`src/rtl/writeback_queue_pkg.sv`:
```
// Shared types and constants for the register-file write-back path.
package writeback_queue_pkg;

    localparam int REG_ADDR_W = 5;
    localparam int XLEN       = 32;

    // Initial value the register file loads into the stack pointer (x2).
    localparam logic [XLEN-1:0] STACK_PTR_RESET = 32'h0000_7ff0;

    typedef struct packed {
        logic [REG_ADDR_W-1:0] rd;
        logic [XLEN-1:0]       data;
    } wb_entry_t;

endpackage

```
`src/rtl/writeback_queue_if.sv`:
```
// Valid/ready write-back request channel from the datapath into the queue.
interface writeback_queue_if;
    import writeback_queue_pkg::*;

    logic                  wb_valid;
    logic [REG_ADDR_W-1:0] wb_rd;
    logic [XLEN-1:0]       wb_data;
    logic                  wb_ready;

    modport master (output wb_valid, output wb_rd, output wb_data, input wb_ready);
    modport slave  (input wb_valid, input wb_rd, input wb_data, output wb_ready);

endinterface

```
`src/rtl/writeback_queue_forward.sv`:
```
// Youngest-match search over the queued write-backs for one register read port.
module wbq_forward
    import writeback_queue_pkg::*;
#(
    parameter int DEPTH = 4,
    parameter int PTR_W = 2
) (
    input  wb_entry_t             entries [DEPTH],
    input  logic [PTR_W-1:0]      head,
    input  logic [PTR_W:0]        count,
    input  logic [REG_ADDR_W-1:0] rs,
    input  logic [XLEN-1:0]       rf_dout,
    output logic [XLEN-1:0]       dout
);

    localparam int CNT_W = PTR_W + 1;

    logic [PTR_W-1:0] idx;

    // NOTE: blocking assignments in always_comb, each output defaulted first so no latch is inferred.
    always_comb begin
        dout = rf_dout;
        idx  = '0;
        // Walk oldest to youngest so the last hit (closest to tail) wins.
        for (int i = 0; i < DEPTH; i++) begin
            idx = head + PTR_W'(i);
            if ((CNT_W'(i) < count) && (entries[idx].rd == rs)) begin
                dout = entries[idx].data;
            end
        end
        if (rs == '0) begin
            dout = '0;
        end
    end

endmodule

```
`src/rtl/writeback_queue.sv`:
```
// Buffers write-back requests and drains one per cycle into the register file, forwarding queued data to reads.
module writeback_queue
    import writeback_queue_pkg::*;
#(
    parameter  int DEPTH = 4,
    localparam int PTR_W = $clog2(DEPTH)
) (
    input  logic                  clk,
    input  logic                  reset,
    writeback_queue_if.slave      wb,
    input  logic                  hold,
    output logic [REG_ADDR_W-1:0] rd,
    output logic [XLEN-1:0]       rd_din,
    output logic                  write_enable,
    input  logic [REG_ADDR_W-1:0] rs1,
    input  logic [REG_ADDR_W-1:0] rs2,
    input  logic [XLEN-1:0]       rf_rs1_dout,
    input  logic [XLEN-1:0]       rf_rs2_dout,
    output logic [XLEN-1:0]       rs1_dout,
    output logic [XLEN-1:0]       rs2_dout,
    output logic [PTR_W:0]        pending_cnt
);

    localparam int CNT_W = PTR_W + 1;

    wb_entry_t        entries [DEPTH];
    logic [PTR_W-1:0] head;
    logic [PTR_W-1:0] tail;
    logic [CNT_W-1:0] count;
    logic             store;
    logic             pop;

    // Full is judged on the registered count only, so a pop never frees a slot in its own cycle.
    assign wb.wb_ready   = (count != CNT_W'(DEPTH));
    assign store         = wb.wb_valid && wb.wb_ready && (wb.wb_rd != '0);
    assign write_enable  = (count != '0) && !hold && !reset;
    assign pop           = write_enable;
    assign pending_cnt   = count;

    always_comb begin
        rd     = '0;
        rd_din = '0;
        if (count != '0) begin
            rd     = entries[head].rd;
            rd_din = entries[head].data;
        end
    end

    // NOTE: sequential state uses non-blocking assignments so every register samples pre-edge values.
    always_ff @(posedge clk) begin
        if (reset) begin
            head  <= '0;
            tail  <= '0;
            count <= '0;
        end else begin
            if (store) begin
                tail <= tail + PTR_W'(1);
            end
            if (pop) begin
                head <= head + PTR_W'(1);
            end
            case ({store, pop})
                2'b10:   count <= count + CNT_W'(1);
                2'b01:   count <= count - CNT_W'(1);
                default: count <= count;
            endcase
        end
    end

    // NOTE: entry storage has no reset; validity is tracked by head/tail/count alone.
    always_ff @(posedge clk) begin
        if (store) begin
            entries[tail] <= '{rd: wb.wb_rd, data: wb.wb_data};
        end
    end

    wbq_forward #(.DEPTH(DEPTH), .PTR_W(PTR_W)) u_fwd_rs1 (
        .entries (entries),
        .head    (head),
        .count   (count),
        .rs      (rs1),
        .rf_dout (rf_rs1_dout),
        .dout    (rs1_dout)
    );

    wbq_forward #(.DEPTH(DEPTH), .PTR_W(PTR_W)) u_fwd_rs2 (
        .entries (entries),
        .head    (head),
        .count   (count),
        .rs      (rs2),
        .rf_dout (rf_rs2_dout),
        .dout    (rs2_dout)
    );

endmodule

```
`src/flat_wrapper.sv`:
```
// flat-port wrapper written by rule: the top's interface ports become plain ports
module writeback_queue_flat import writeback_queue_pkg::*;
#(
    parameter  int DEPTH = 4,
    localparam int PTR_W = $clog2(DEPTH)
)
  (clk, reset, hold, rd, rd_din, write_enable, rs1, rs2, rf_rs1_dout, rf_rs2_dout, rs1_dout, rs2_dout, pending_cnt, wb_wb_valid, wb_wb_rd, wb_wb_data, wb_wb_ready);
  writeback_queue_if wb_i ();
  input  logic clk;
  input  logic reset;
  input  logic hold;
  output logic [REG_ADDR_W-1:0] rd;
  output logic [XLEN-1:0] rd_din;
  output logic write_enable;
  input  logic [REG_ADDR_W-1:0] rs1;
  input  logic [REG_ADDR_W-1:0] rs2;
  input  logic [XLEN-1:0] rf_rs1_dout;
  input  logic [XLEN-1:0] rf_rs2_dout;
  output logic [XLEN-1:0] rs1_dout;
  output logic [XLEN-1:0] rs2_dout;
  output logic [PTR_W:0] pending_cnt;
  input wire logic [$bits(wb_i.wb_valid)-1:0] wb_wb_valid;
  input wire logic [$bits(wb_i.wb_rd)-1:0] wb_wb_rd;
  input wire logic [$bits(wb_i.wb_data)-1:0] wb_wb_data;
  output wire logic [$bits(wb_i.wb_ready)-1:0] wb_wb_ready;
  assign wb_i.wb_valid = wb_wb_valid;
  assign wb_i.wb_rd = wb_wb_rd;
  assign wb_i.wb_data = wb_wb_data;
  assign wb_wb_ready = wb_i.wb_ready;
  writeback_queue #(.DEPTH(DEPTH)) u_core (.clk(clk), .reset(reset), .wb(wb_i), .hold(hold), .rd(rd), .rd_din(rd_din), .write_enable(write_enable), .rs1(rs1), .rs2(rs2), .rf_rs1_dout(rf_rs1_dout), .rf_rs2_dout(rf_rs2_dout), .rs1_dout(rs1_dout), .rs2_dout(rs2_dout), .pending_cnt(pending_cnt));
endmodule
```
`config.mk`:
```
export PLATFORM = sky130hd
export DESIGN_NAME = writeback_queue_flat
export DESIGN_NICKNAME = d
export VERILOG_FILES = /design/src/rtl/writeback_queue_pkg.sv /design/src/rtl/writeback_queue_if.sv /design/src/rtl/writeback_queue_forward.sv /design/src/rtl/writeback_queue.sv /design/src/flat_wrapper.sv
export SDC_FILE = /design/constraint.sdc
export NUM_CORES = 1
export LEC_CHECK = 0
export CAP_MARGIN = 30
export CORE_UTILIZATION = 44
export DETAILED_ROUTE_END_ITERATION = 12
export GPL_TIMING_DRIVEN = 1
export PLACE_DENSITY = 0.69
export RECOVER_POWER = 100
export SLEW_MARGIN = 0
export SYNTH_ARGS = -nofsm -noshare
export SYNTH_HDL_FRONTEND = slang
export SYNTH_SLANG_ARGS = --single-unit
```
`constraint.sdc`:
```
create_clock -name clk -period 4.2 [get_ports clk]
set_clock_uncertainty 0.2 [all_clocks]
set_input_delay 0.63 -clock clk [delete_from_list [all_inputs] [get_ports clk]]
set_output_delay 0.63 -clock clk [all_outputs]
set_load 0.05 [all_outputs]
```
Word-level counts from Yosys, hierarchy flattened:

Cells that the tools add are included.

* magnitude comparators: 10
* add/sub/neg operators: 6
* shifts and indexed selects: 0
* $mul: 0
* equality and inequality tests: 11
* bitwise operators: 5
* divide/modulo/power cells: 0
* reduce and logical (&&, ||, !) cells: 20
* mux-type cells: 28

Operators by type and width (number)
* $mux W32: 11
* $mux W37: 9
* $bmux W37 S2: 4
* $bwmux W148: 1
* $demux W37 S2: 1
* $eq A5 B5 Y1: 8
* $ge A3 B3 Y1 const B: 5
* $not A2 Y3: 5
* $logic_and A1 B1 Y1: 13
* $logic_not A5 Y1: 2
* $lt A1 B3 Y1 const A: 2
* $lt A2 B3 Y1 const A: 2
* $pmux W3 S2: 1
* $mux W5: 1
* $reduce_bool A5 Y1: 1
* $add A2 B1 Y2 const B: 2
* $add A2 B2 Y2 const B: 2
* $add A3 B1 Y3 const B: 1
* $lt A3 B1 Y1 const B: 1
* $ne A3 B3 Y1 const B: 1
* $reduce_bool A3 Y1: 1
* $sub A3 B1 Y3 const B: 1
* $eq A2 B1 Y1 const B: 1
* $eq A2 B2 Y1 const B: 1
* 2 further kinds: 3

* memories kept: 0
* input port bits: 115
* word-level logic and storage cells: 91
* output and inout bits: 106
* RAM bits: 0
* bits in read-only memories: 0
* register bits after elaboration: 155
* bits in latches: 0

Logic depth before layout (Yosys ltp):

Gate-level depths: netlist of the first run.

* depth after elaboration: 11
* mapped depth: 12
* mapped depth without buffers: 10

Hierarchy:

From an unflattened synthesis of the first run, not the netlist that was laid out.

* cells, all modules: 1853
* area, all modules: 16828.6 um^2

Modules (own cells, without submodules)
* wbq_forward: cells each 784, instances 2, area each 5401.4 um^2, seq. area each 0.0 um^2
* writeback_queue: cells each 285, instances 1, area each 6025.8 um^2, seq. area each 4584.4 um^2

Least setup slack after synthesis of the first run:

Ideal clock, no wire load.

* path type: register -> output
* start: register u_core.head[0]
* end: output rs1_dout[26]
* data required time: 3.370 ns
* buffers on the path: 4
* cell stages (with the launch flop): 11
* setup slack: -0.196 ns
* arrival: 3.566 ns
* cell sequence: dfxtp_1 buf_6 buf_6 buf_6 mux4_2 xnor2_2 nand4_2 clkbuf_1 nor3_1 a311o_1 a221oi_1

* cells in the longest elaborated chain, start to end: 11
* elaborated cells between the ends (all ways): 32

Ends and longest elaborated chain
* start: declaration: line writeback_queue.sv:27 `logic [PTR_W-1:0] head;`
* start signal: assignment: line writeback_queue.sv:60 `head <= head + PTR_W'(1);`
* $add A2 B1 Y2 / $not A2 Y3 (equally long branches): line writeback_queue_forward.sv:26, writeback_queue_forward.sv:27, writeback_queue_forward.sv:28
* $not A2 Y3 (not written as such) / $bmux W37 S2 (equally long branches): line writeback_queue_forward.sv:27, writeback_queue_forward.sv:28
* $bmux W37 S2 / $mux W37 (equally long branches): line writeback_queue_forward.sv:27, writeback_queue_forward.sv:28
* $mux W37 (not written as such): line writeback_queue_forward.sv:28 `dout = entries[idx].data;`
* $mux W37 (not written as such) / $eq A5 B5 Y1 (equally long branches): line writeback_queue_forward.sv:28, writeback_queue_forward.sv:27
* $eq A5 B5 Y1 / $logic_and A1 B1 Y1 (equally long branches): line writeback_queue_forward.sv:27 `if ((CNT_W'(i) < count) && (entries[idx].rd == rs)) begin`
* $logic_and A1 B1 Y1 / $mux W32 (equally long branches): line writeback_queue_forward.sv:27
* $mux W32 (2 in a row): line writeback_queue_forward.sv:27
* $mux W32 (*): line writeback_queue_forward.sv:27
* $mux W32 (*): line writeback_queue_forward.sv:31 `if (rs == '0) begin`
* end: declaration: line flat_wrapper.sv:19 `output logic [XLEN-1:0] rs1_dout;`

Mark *: on every way between the ends. The rest lies on a longest branch, timed or not. The select of a mux whose other input is x is not followed.

Worst setup path after layout of the first run:

* start: register u_core.head[0]
* end: output rs1_dout[27]

The elaborated chain is that of the path after synthesis.

==> results of run 1 <==
==> cells in the mapped netlist, types with 20 or more instances <==
cell	count
o21ai_0	106
mux4_2	86
mux2_2	31
nand2_1	55
clkbuf_1	87
a311oi_1	28
xnor2_1	37
a311o_1	34
nor2b_1	36
a221oi_2	25
nor3_1	70
or3_1	68
a21oi_1	61
buf_2	20
mux2i_1	59
edfxtp_1	148
nor2_1	33
o221a_2	24
==> cell type report <==
type	instances	area [sq um]	area share
multi-input combinational	818	7732	0.4439
sequential	155	4592	0.2636
timing repair buffer	321	3979	0.2284
tap	372	465.4	0.02672
clock buffer	18	429.2	0.02464
clock inverter	14	182.7	0.01049
inverter	8	30.03	0.001724
antenna	4	10.01	0.0005746
==> power groups by stage <==
stage                     Combinational, mW  Sequential (mW)  Clock (mW)
final                                  4.34             1.90        1.62
after global routing                   4.48             1.91        1.68
after CTS                              4.02             1.90        1.62
after detailed placement               3.90             1.94           0
after global placement                 3.88             1.93           0
after floorplan                        2.52             1.91           0
==> cell families (layout without fill, tap and decap cells) <==
| group | count (synthesis) | after routing | synth area share |
|---|---|---|---|
| AND/OR/NAND/NOR | 283 | 286 | 0.1205 |
| other | 0 | 4 | 0 |
| AO/OA/AOI/OAI | 303 | 303 | 0.1833 |
| multiplexers | 176 | 176 | 0.2330 |
| buffers and inverters | 139 | 361 | 0.05067 |
| adder cells (fa/ha/maj) | 8 | 8 | 0.008107 |
| flip-flops | 155 | 155 | 0.3713 |
| XOR/XNOR | 45 | 45 | 0.03314 |
==> path summary, 6_finish.rpt <==
path / startpoint / to / slack (ns) / depth (start not counted)
min: u_core.tail[1] / u_core.tail[1] / 0.36 / 2
max: u_core.head[0] / rs1_dout[27] / -0.05 / 9
max reg2reg: u_core.pending_cnt[1] / u_core.entries[72] / 0.06 / 7
min reg2reg: u_core.tail[1] / u_core.tail[1] / 0.36 / 2
==> state kept, by name, indices dropped and copies added (netlist names) <==
signal / count
u_core.entries: 148
u_core.pending_cnt: 3
u_core.head: 2
u_core.tail: 2
==> tightest hold or removal path: stages (launching register included) <==
cell and delay, ns:
dfxtp_1 0.34, mux2i_1 0.13, nor2_1 0.05
==> placed cells by master, fill, tap and decap left out, drive strengths merged, types with 26 or more instances in the layout <==
cell / Yosys / final
mux2i: 59 / 59
edfxtp: 148 / 148
a311oi: 28 / 28
or3: 68 / 68
mux2: 31 / 31
o221a: 26 / 26
a221oi: 34 / 34
nand2: 55 / 55
a311o: 34 / 34
nor3: 71 / 71
a21oi: 61 / 61
o21ai: 111 / 111
xnor2: 39 / 39
clkbuf: 87 / 33
nor2b: 36 / 36
nor2: 33 / 33
dlygate4sd3: 0 / 40
mux4: 86 / 86
clkdlybuf4s50: 0 / 102
buf: 44 / 164
==> metal layers <==
layer / part of all wire / vias up / wire [um] / track usage
li1: - / 4887 / - / -
met1: 0.37 / 5695 / 17200 / 0.3798
met2: 0.47 / 970 / 21850 / 0.4741
met3: 0.11 / 193 / 5127 / 0.06063
met4: 0.041 / 2 / 1898 / 0.1344
met5: 0.00028 / - / 13 / 0
==> metrics by stage <==
stage          power [mW]  cells    util  TNS [ns]  instance area, sq um
6_report            7.856   1710  0.6393   -0.3774                 17420
5_1_grt             8.071   1706  0.6389    -3.802                 17410
4_1_cts             7.539   1677  0.6128  -0.08047                 16700
3_5_place_dp        5.839   1633  0.5797         0                 15800
3_3_place_gp        5.803   1633  0.5797         0                 15800
2_1_floorplan       4.430   1109       -         0                 12400
==> timing repair <==
| item | CTS | global route |
|---|---|---|
| hold endpoints to repair | 0 | 0 |
| endpoints found under the setup margin | 64 | 64 |
| gates cloned | 0 | 11 |
| buffers inserted | 12 | 18 |
| pin swaps | 3 | 50 |
| resized for setup | 20 | 75 |
==> metrics.yaml, run 1 <==
sta:
  min_period_ns: 4.255
  grt_setup_unrepaired: "true"
  relSlewSlack: -0.2930
  finalHoldViolCount: 0
  fmax_mhz: 235.0
  tightestPinTransition_ns: 1.938
  worst_slack_ns: -0.05497
  period_share: 1.013
  whs_ns: 0.3630
  setup_viol: 17
  drv_slew: 19
pwr:
  internal-power_mw: 4.553
  seqPwrFrac: 0.241
  swShare: 0.4205
  clkPwrFrac: 0.206
  vdd_drop_max_mv: 0.4129
  p_comb_frac: 0.552
  leakagePower_nw: 5.627
  p_sw_mw: 3.303
  powerDensity_nw_per_um2: 451.0
detailed_routing:
  drt_wl_total_um: 46090
  drt_pass1_iterations: 7
  routed_via_density: 6.870
  postRouteAntennaNets: 0
  drc: 0
  vias: 11750
  drtIter0Drc: 1486
  wire_per_inst_um: 26.95
outcome:
  violations: "capacitance limit, slew limit, setup timing"
  status: "finished with violations"
setup_path:
  critPathKind: "register to output port"
  cp_max_fo: 7
  worst-path-buf-inv: 3
  cp_data_required_time_ns: 3.37
  cp.arrival_ns: 3.42
  crit_family: "compound AO/OA/AOI/OAI gates"
  path_cells: "buf_6, mux4_2, xnor2_2, nand4_4, buf_12, or3_1, a311o_1, a221oi_4, buf_12"
  worstSetupStartpointType: "register"
  end_kind: "output port"
  cpMostUsedCell: "buf_12"
  slowest_stage: "mux4_2"
  cpPeakStageDelay_ns: 0.59
floorplanning:
  core_sq_um: 27250
  rows: 60
  chipWidth_um: 169.5
  die-area_sq_um: 28740
  die_h_um: 169.5
  initial_core_util: 0.4531
  pin_count: 221
cts:
  cts_tree: "done"
  cts_buffers: 17
  clock_path_buffers: 2
  cts-root-buf: "clkbuf_16"
  ctsHoldBuffers: 0
  worst_skew_pair.late_latency_ns: 0.43
  htreeDepth: 4
  clk_pin_slew_ns: 0.07
  clock-sinks: 155
logic_synthesis:
  ys_seq_area_frac: 0.3713
  synthCells: 1109
  synth_edf_count: 148
  synth.avg_cell_area_sq_um: 11.13
  synth_top_cell_area_share: 0.3600
  synth_top_cells_by_area: "edfxtp_1 (36%), mux4_2 (16%), mux2i_1 (4.8%), o21ai_0 (4.3%), or3_1 (3.4%)"
  yosysTopAreaCell: "edfxtp_1"
  syn_area_sq_um: 12350
  yosys_warnings: 0
  async_flop_share: 0
  ys_ff_latch: 155
  synthDistinctLibCells: 42
  synth_ff_type: "edfxtp_1"
  syn-num-nets: 1232
placed_design:
  place_hpwl_um: 28070
  portBuffers: 220
  place_congestion: 0.8716
  dp_slack_ns: 0.09686
global_route:
  grt_start_max_net_pins: 105
  track_usage: 0.2934
  grt_pass1_vias: 11250
  grt_pass1_wl_um: 63980
  grt.overflow.total: 0
  antenna_found_initial: 3
finish:
  area_growth_pct: 41.09
  nets: 1444
  drive_gt1_frac: 0.3313
  fillers: 2058
run:
  maxCapViolations: 1
hold_path:
  hp-class: "register to register"
Power figures use the tool's default switching activity.
==> run 2, diff against run 1 <==
- RECOVER_POWER: 100 -> unset
==> metrics.yaml, run 2 (same netlist as run 1, synthesis figures left out) <==
outcome:
  status: "finished with violations"
  violations: "setup timing"
sta:
  worst_slack_ns: -0.06971  # -0.01474 ns
  finalHoldViolCount: 0  # unchanged
  tns_ns: -0.3816  # -0.004247 ns
  relSlewSlack: 0.4286  # +0.7216
  drv_slew: 0  # -19
  fmax_mhz: 234.2  # -0.35%
  min_period_ns: 4.270  # +0.01474 ns
  period_share: 1.017  # +0.003510
  setup_viol: 16  # -1
  grt_setup_unrepaired: "true"
  tightestPinTransition_ns: 0.8551  # -1.083 ns
global_route:
  grt_start_max_net_pins: 105  # unchanged
  grt.overflow.total: 0  # unchanged
  grt_pass1_vias: 11250  # unchanged
  track_usage: 0.2934  # unchanged
  grt_pass1_wl_um: 63980  # unchanged
  antenna_found_initial: 1  # -2
detailed_routing:
  drtIter0Drc: 1501  # +1.0%
  drt_wl_total_um: 46050  # about the same
  wire_per_inst_um: 26.96  # about the same
  postRouteAntennaNets: 0  # unchanged
  routed_via_density: 6.852  # -0.26%
  drt_pass1_iterations: 6  # -1
  vias: 11700  # -0.37%
  drc: 0  # unchanged
cts:
  clock-sinks: 155  # unchanged
  worst_skew_pair.late_latency_ns: 0.43  # about the same
  cts_buffers: 17  # unchanged
  cts-root-buf: "clkbuf_16"
  htreeDepth: 4  # unchanged
  clock_path_buffers: 2  # unchanged
  cts_tree: "done"
  clk_pin_slew_ns: 0.07  # about the same
pwr:
  leakagePower_nw: 5.618  # -0.16%
  powerDensity_nw_per_um2: 451.6  # +0.14%
  vdd_drop_max_mv: 0.4151  # +0.54%
  power.total_mw: 7.870  # +0.18%
floorplanning:
  pin_count: 221  # unchanged
  core_sq_um: 27250  # unchanged
  initial_core_util: 0.4531  # unchanged
  rows: 60  # unchanged
  chipWidth_um: 169.5  # unchanged
  die-area_sq_um: 28740  # unchanged
  die_h_um: 169.5  # unchanged
finish:
  fillers: 2056  # -0.097%
  largest_reg_flops: 148  # unchanged
  nets: 1444  # unchanged
  final_common_cell: "edfxtp_1"
  top_register: "u_core.entries"
  layout_common_cells: "edfxtp_1 (148), clkdlybuf4s50_1 (142), o21ai_0 (106)"
  fin_util: 0.6395  # about the same
  fin_cells: 1708  # -0.12%
  drive_gt1_frac: 0.3328  # +0.001499
  fin_area_sq_um: 17430  # about the same
  area_growth_pct: 41.15  # about the same
setup_path:
  r2r-end: "u_core.entries[72]"
  cp.arrival_ns: 3.44  # +0.02 ns
  reg2regPathDepth: 7  # unchanged
  critPathKind: "register to output port"
  end_kind: "output port"
  cp_max_fo: 7  # unchanged
  r2r-start: "u_core.pending_cnt[1]"
  cp_data_required_time_ns: 3.37  # about the same
  rrSetupSlack_ns: 0.98  # +0.92 ns
  worstSetupStartpointType: "register"
run:
  maxCapViolations: 0  # -1
placed_design:
  dp.cells: 1633  # unchanged
  place_hpwl_um: 28070  # unchanged
  placed_cell_area_sq_um: 15800  # unchanged
  place_congestion: 0.8716  # unchanged
  portBuffers: 220  # unchanged
hold_path:
  hold_start: "u_core.tail[1]"
  holdPathEnd: "u_core.tail[1]"
  hp-class: "register to register"
  min_path_cells: 2  # unchanged
run 2: changes by cell type in the layout (fill, tap and decap cells not counted), sizes merged:
cell / delta
buf: +4
clkbuf: -4
clkdlybuf4s50: +40
diode: -2
dlygate4sd3: -40
run 2: worst max-delay path: stages, from the launching register on:
cell	delay [ns]
dfxtp_4	0.37
buf_6	0.12
mux4_2	0.59
xnor2_2	0.24
nand4_4	0.19
buf_12	0.20
or3_1	0.32
a311o_1	0.41
a221oi_4	0.38
buf_12	0.18
run 2: what timing repair did:
action / CTS / global route
resized for setup: 20 / 75
endpoints found under the setup margin: 64 / 64
cloned: 0 / 11
setup buffers: 12 / 18
hold buffers: 0 / 0
pin swaps: 3 / 50
run 2: layout make-up:
cell class	instances	area, sq um	area share
antenna	2	5.005	0.0002872
clock buffer	18	429.2	0.02462
clock inverter	14	182.7	0.01048
inverter	8	30.03	0.001723
multi-input combinational	818	7734	0.4437
sequential	155	4592	0.2635
tap	372	465.4	0.02671
timing repair buffer	321	3990	0.2289
run 2: worst max-delay path by stage:
stage,start,endpoint,slack (ns)
final,u_core.head[0],rs1_dout[27],-0.07
after global routing,u_core.head[0],rs1_dout[21],-0.11
after CTS,u_core.head[0],rs1_dout[27],-0.02
after detailed placement,rs2[4],rs2_dout[20],0.1
after global placement,rs2[4],rs2_dout[19],0.15
after floorplan,u_core.head[0],rs2_dout[31],0.21
run 2: power breakdown:
part / internal [mW] / switching, mW / total [mW]
registers: 1.81 / 0.0824 / 1.89
logic: 1.81 / 2.55 / 4.36
clock network: 0.949 / 0.671 / 1.62
total: 4.56 / 3.31 / 7.87
run 2: routing by layer:
metal | GRT usage | part of all wire | vias to the layer above
met4 | 0.1344 | 0.038 | 0
li1 | - | - | 4887
met5 | 0 | 0 | -
met1 | 0.3798 | 0.38 | 5686
met3 | 0.06063 | 0.11 | 162
met2 | 0.4741 | 0.48 | 968
run 2: per-stage QoR:
step / worst slack, ns / hold WS, ns
after floorplan: 0.2064 / 0.3136
after global placement: 0.1460 / 0.3372
after detailed placement: 0.09686 / 0.3511
after CTS: -0.01979 / 0.3561
after global routing: -0.1059 / 0.3994
final: -0.06971 / 0.3544
